<file path="src/rtl/lm_sm_sequencer.sv">
// Expands one LM/SM instruction into a run of single-register memory micro-ops,
// lowest selected register first, while holding fetch.
module lm_sm_sequencer #(
    parameter int DATA_W    = 16,
    parameter int NREG      = 8,
    parameter int ADDR_STEP = 2
) (
    input  logic              clk,
    input  logic              reset,
    input  logic              in_valid,
    input  logic              in_is_lm,
    input  logic              in_is_sm,
    input  logic [2:0]        in_base,
    input  logic [NREG-1:0]   in_mask,
    input  logic              pipe_hold,
    input  logic              ex_flush,
    output logic              stall_fetch,
    output logic              uop_valid,
    output logic              uop_load,
    output logic              uop_store,
    output logic [2:0]        uop_base,
    output logic [2:0]        uop_reg,
    output logic [DATA_W-1:0] uop_offset,
    output logic              busy,
    output logic              done
);

    typedef enum logic {IDLE, SEQ} state_t;

    state_t            state_reg, state_next;
    logic [NREG-1:0]   mask_reg, mask_next;
    logic [2:0]        base_reg, base_next;
    logic              load_reg, load_next;
    logic              store_reg, store_next;
    logic [DATA_W-1:0] offset_reg, offset_next;
    logic              zero_done_reg, zero_done_next;

    logic              accept;
    logic [NREG-1:0]   rem_mask;
    logic [2:0]        cur_idx;

    // Lowest set bit of the pending mask is the register issued this cycle.
    always_comb begin
        cur_idx = '0;
        for (int i = NREG - 1; i >= 0; i--) begin
            if (mask_reg[i]) cur_idx = 3'(i);
        end
    end

    // Pending mask with the current (lowest) bit removed.
    assign rem_mask = mask_reg & (mask_reg - NREG'(1));

    assign accept = (state_reg == IDLE) && in_valid && (in_is_lm || in_is_sm) && !ex_flush;

    always_comb begin
        state_next     = state_reg;
        mask_next      = mask_reg;
        base_next      = base_reg;
        load_next      = load_reg;
        store_next     = store_reg;
        offset_next    = offset_reg;
        zero_done_next = 1'b0;
        stall_fetch    = 1'b0;
        done           = 1'b0;

        if (ex_flush) begin
            state_next  = IDLE;
            mask_next   = '0;
            base_next   = '0;
            load_next   = 1'b0;
            store_next  = 1'b0;
            offset_next = '0;
        end else if (state_reg == IDLE) begin
            done = zero_done_reg;
            if (accept) begin
                if (in_mask == '0) begin
                    zero_done_next = 1'b1;
                end else begin
                    stall_fetch = 1'b1;
                    state_next  = SEQ;
                    mask_next   = in_mask;
                    base_next   = in_base;
                    load_next   = in_is_lm;
                    store_next  = in_is_sm;
                    offset_next = '0;
                end
            end
        end else begin
            stall_fetch = pipe_hold || (rem_mask != '0);
            if (!pipe_hold) begin
                mask_next   = rem_mask;
                offset_next = offset_reg + DATA_W'(ADDR_STEP);
                if (rem_mask == '0) begin
                    // Last register accepted: drop back to IDLE with clean outputs.
                    done        = 1'b1;
                    state_next  = IDLE;
                    base_next   = '0;
                    load_next   = 1'b0;
                    store_next  = 1'b0;
                    offset_next = '0;
                end
            end
        end
    end

    always_ff @(posedge clk) begin
        if (reset) begin
            state_reg     <= IDLE;
            mask_reg      <= '0;
            base_reg      <= '0;
            load_reg      <= 1'b0;
            store_reg     <= 1'b0;
            offset_reg    <= '0;
            zero_done_reg <= 1'b0;
        end else begin
            state_reg     <= state_next;
            mask_reg      <= mask_next;
            base_reg      <= base_next;
            load_reg      <= load_next;
            store_reg     <= store_next;
            offset_reg    <= offset_next;
            zero_done_reg <= zero_done_next;
        end
    end

    assign busy       = (state_reg == SEQ);
    assign uop_valid  = (state_reg == SEQ);
    assign uop_load   = load_reg;
    assign uop_store  = store_reg;
    assign uop_base   = base_reg;
    assign uop_reg    = (state_reg == SEQ) ? cur_idx : 3'd0;
    assign uop_offset = offset_reg;

endmodule

</file>
<file path="config.mk">
export PLATFORM = sky130hd
export DESIGN_NAME = lm_sm_sequencer
export DESIGN_NICKNAME = d
export VERILOG_FILES = /design/src/rtl/lm_sm_sequencer.sv
export SDC_FILE = /design/constraint.sdc
export NUM_CORES = 1
export LEC_CHECK = 0
export CAP_MARGIN = 10
export CORE_MARGIN = 10
export CORE_UTILIZATION = 25
export CTS_BUF_LIST = sky130_fd_sc_hd__clkbuf_4
export CTS_CLUSTER_DIAMETER = 120
export DETAILED_ROUTE_END_ITERATION = 10
export PLACE_DENSITY = 0.55
export SLEW_MARGIN = 20
export SYNTH_ARGS = -nofsm -noshare
export SYNTH_HDL_FRONTEND = slang
export SYNTH_SLANG_ARGS = --single-unit
</file>
<file path="constraint.sdc">
create_clock -name clk -period 2.8 [get_ports clk]
set_input_delay 0.56 -clock clk [delete_from_list [all_inputs] [get_ports clk]]
set_output_delay 0.56 -clock clk [all_outputs]
set_load 0.01 [all_outputs]
</file>
==> impl_results.md <==
- Status: finished, final reports clean
- Clock latency on the worst-skew pair: between 0.3 and 0.4 ns
- Post-Place Setup Slack: -0.152 ns
- Fmax: 361 MHz
- Critical Path Slowest Stage Cell: or4_4
- Relative slew slack: 0.602
- CTS Buf Count: 5
- Drt initial violations: 52
- Starting Density: 0.261
- Vias in the first global route: around 1500
- EDFF count, synth: 0
- Post-synth top area cell: dfxtp_1
- Syn_nets: 210
- Die extent in y: 99.2 um
- Worst-case clock buffer depth: 2
- Clk root buf: clkbuf_4
- Cell count after synthesis: between 150 and 200
- Most frequent cell after synthesis: dfxtp_1
- Crit. End Element: output pin
- M1 GR Usage: 0.115
- Switching share of total power: 0.265
- Synth Warn #: 0
- Tot GR Track Use: 0.0935
- RSZ-0062 raised after global routing: true
- Fin Hold WS: 0.494 ns
- Layout fillers: 624
- Yosys reg bits: 30
- Port-buffer cells: 44
- RD Place Congestion: 0.890
- Drt first pass iters: 4
- ANT nets after route: 0
- Nets: 278
- Startpoint Class: flip-flop
- Worst Tran Pin Value: 0.596 ns
- Busiest grt layer: met2
- P&R area growth vs syn: 49.0%
- Clock share of power: 0.317
- Critical Path AT: 2.21 ns
- Total grt overflow: 0
- Ant. Diodes: 0
- Die area: 9830 um2
- Distinct cell type count after synthesis: 46
- HP Class: flip-flop to flip-flop
- Share of cells above drive strength 1: 0.192
- CP peak stage delay: 0.54 ns
- Met3 Usage GRT: 0.0415
- DRC violations left: 0
- Clock sink count: 30
- Width of the die: 99.2 um
- Row cnt: 28
- Detail Placement HPWL: 3540 um
- Synth top cells by count: dfxtp_1 (30), nor2_1 (27), nand2_1 (16)
- Ys flop type: dfxtp_1
- Max cap viols: 0
- First-pass GRT wire length: approximately 7600 um
- Internal power: ~0.60 mW
- Met2 usage: 0.142
- Crit-path max FO: 5
- Clock Skew: 0.00655 ns
- Util after Layout: 0.390
- Async set or reset register ratio after synthesis: 0
- Sw power: 0.217 mW
- CTS tree: built
- CORE AREA: 5990 um2
- Main area contributors after synthesis: dfxtp_1 (38%), nor2_1 (6.5%), a21oi_1 (4.8%)
- Max reg flops: 15
- Synthesized cell area: ~1600 um2
- Final period utilization: 0.990
- Mean Syn Cell Area: 8.20 um2
- Largest net degree at the start of global routing: 20
- Sequential area share after synthesis: 0.383
- Clock slew at reported path FFs: 0.10 ns
- Fin. max-slew vios: 0
- Gate power share: 0.153
- Setup CP Type: flip-flop to output pin
- Vias: 1646
- WL final: 4800 um
- Maximum VDD drop: 0.000124 V
- Setup ws final: 0.0269 ns
- Routed length per instance: 14.3 um
- Pwr/cell area: 351 nW/um2
- Pleak: 0.841 nW
- Ports: 46
- Setup Buffers After CTS: 0
- Reg power frac: 0.530
- Initial antenna violation count: 0
- Final hold violation count: 0
- Area fraction of the dominant cell type after synthesis: 0.383
- CP cell instances: or4_4 -> a221oi_4 -> o22ai_1 -> or3_1 -> a21oi_2 -> buf_2
- CTS HTree Levels: 2
- CP required: 2.24 ns
- Fin crit period: approximately 2.8 ns
- Final setup violation count: 0
- # hold bufs at CTS: 0
- DR vias/cell: ~5
metal layers:
layer | wire [um] | up-vias | part of all wire
met5 | 0 | - | 0
li1 | - | 834 | -
met2 | 2130 | 45 | 0.44
met4 | 87 | 0 | 0.018
met3 | 382 | 10 | 0.080
met1 | 2200 | 757 | 0.46
path summary, 6_finish.rpt:
path                                  start       endpoint  slack, ns  cells past startpoint
worst min register to register  uop_base[2]    uop_base[2]       0.49                      1
worst max-delay path            mask_reg[3]           done       0.03                      6
worst max register to register         busy  uop_offset[7]       0.73                      6
worst min-delay path            uop_base[2]    uop_base[2]       0.49                      1
cells by family (layout without fill, tap and decap cells):
family                     count (synthesis)  after routing  synth area share
other                                      1              1           0.00239
and+or+nand+nor                           86             86             0.292
AOI/OAI and AO/OA                         50             50             0.223
DFF                                       30             30             0.383
adders and majority gates                  1              1           0.00799
xor gates and xnor gates                   7              7            0.0391
buffers and inverters                     16             85            0.0519
repair_timing:
item,in CTS,in global routing
gates resized for setup,7,3
pin swaps,1,3
hold endpoints to repair,0,0
cloned,0,0
setup endpoints to repair,2,2
critical path, delay by kind of cell (launching register included):
kind,cells,cell delay [ns]
buf+inv,1,0.14
compound gates,3,0.52
flops,1,0.35
simple gates,2,0.86
per-stage QoR:
step | cell area (um2) | instances | TNS [ns] | power [mW]
3_3_place_gp | 2260 | 327 | -0.133 | 0.567
4_1_cts | 2320 | 335 | 0 | 0.825
2_1_floorplan | 1570 | 191 | 0 | 0.498
3_5_place_dp | 2260 | 327 | -0.208 | 0.568
6_report | 2330 | 335 | 0 | 0.819
5_1_grt | 2330 | 335 | -0.182 | 0.861
cell type report:
class / instances / area [um2] / share of cell area
Sequential cell: 30 / 603 / 0.258
Multi-Input combinational cell: 145 / 903 / 0.387
Tap cell: 75 / 93.8 / 0.0402
Timing Repair Buffer: 73 / 664 / 0.285
Inverter: 4 / 15.0 / 0.00643
Clock inverter: 2 / 8.76 / 0.00375
Clock buffer: 6 / 45.0 / 0.0193
power by group through the flow:
stage          Clock, mW  Sequential (mW)  Combinational (mW)
2_1_floorplan          0            0.444              0.0536
3_3_place_gp           0            0.444               0.123
3_5_place_dp           0            0.444               0.124
4_1_cts            0.267            0.434               0.124
5_1_grt            0.290            0.435               0.136
6_report           0.260            0.434               0.125
layout by cell type, fill, tap and decap left out, types with 3 or more instances in the layout:
cell             instances
xor2_1                   4
clkdlybuf4s50_1         42
a22oi_1                  5
buf_4                   28
nor3_1                   6
nand2_1                 16
clkbuf_4                 6
o21ai_0                 11
nand4_1                  5
xnor2_1                  3
or3_1                    3
nor2_1                  27
nand3_1                  5
a22o_1                   6
inv_1                    3
a21oi_1                 14
nor4_1                   6
dfxtp_1                 28
Note: power is estimated with default switching activity, not from simulation.
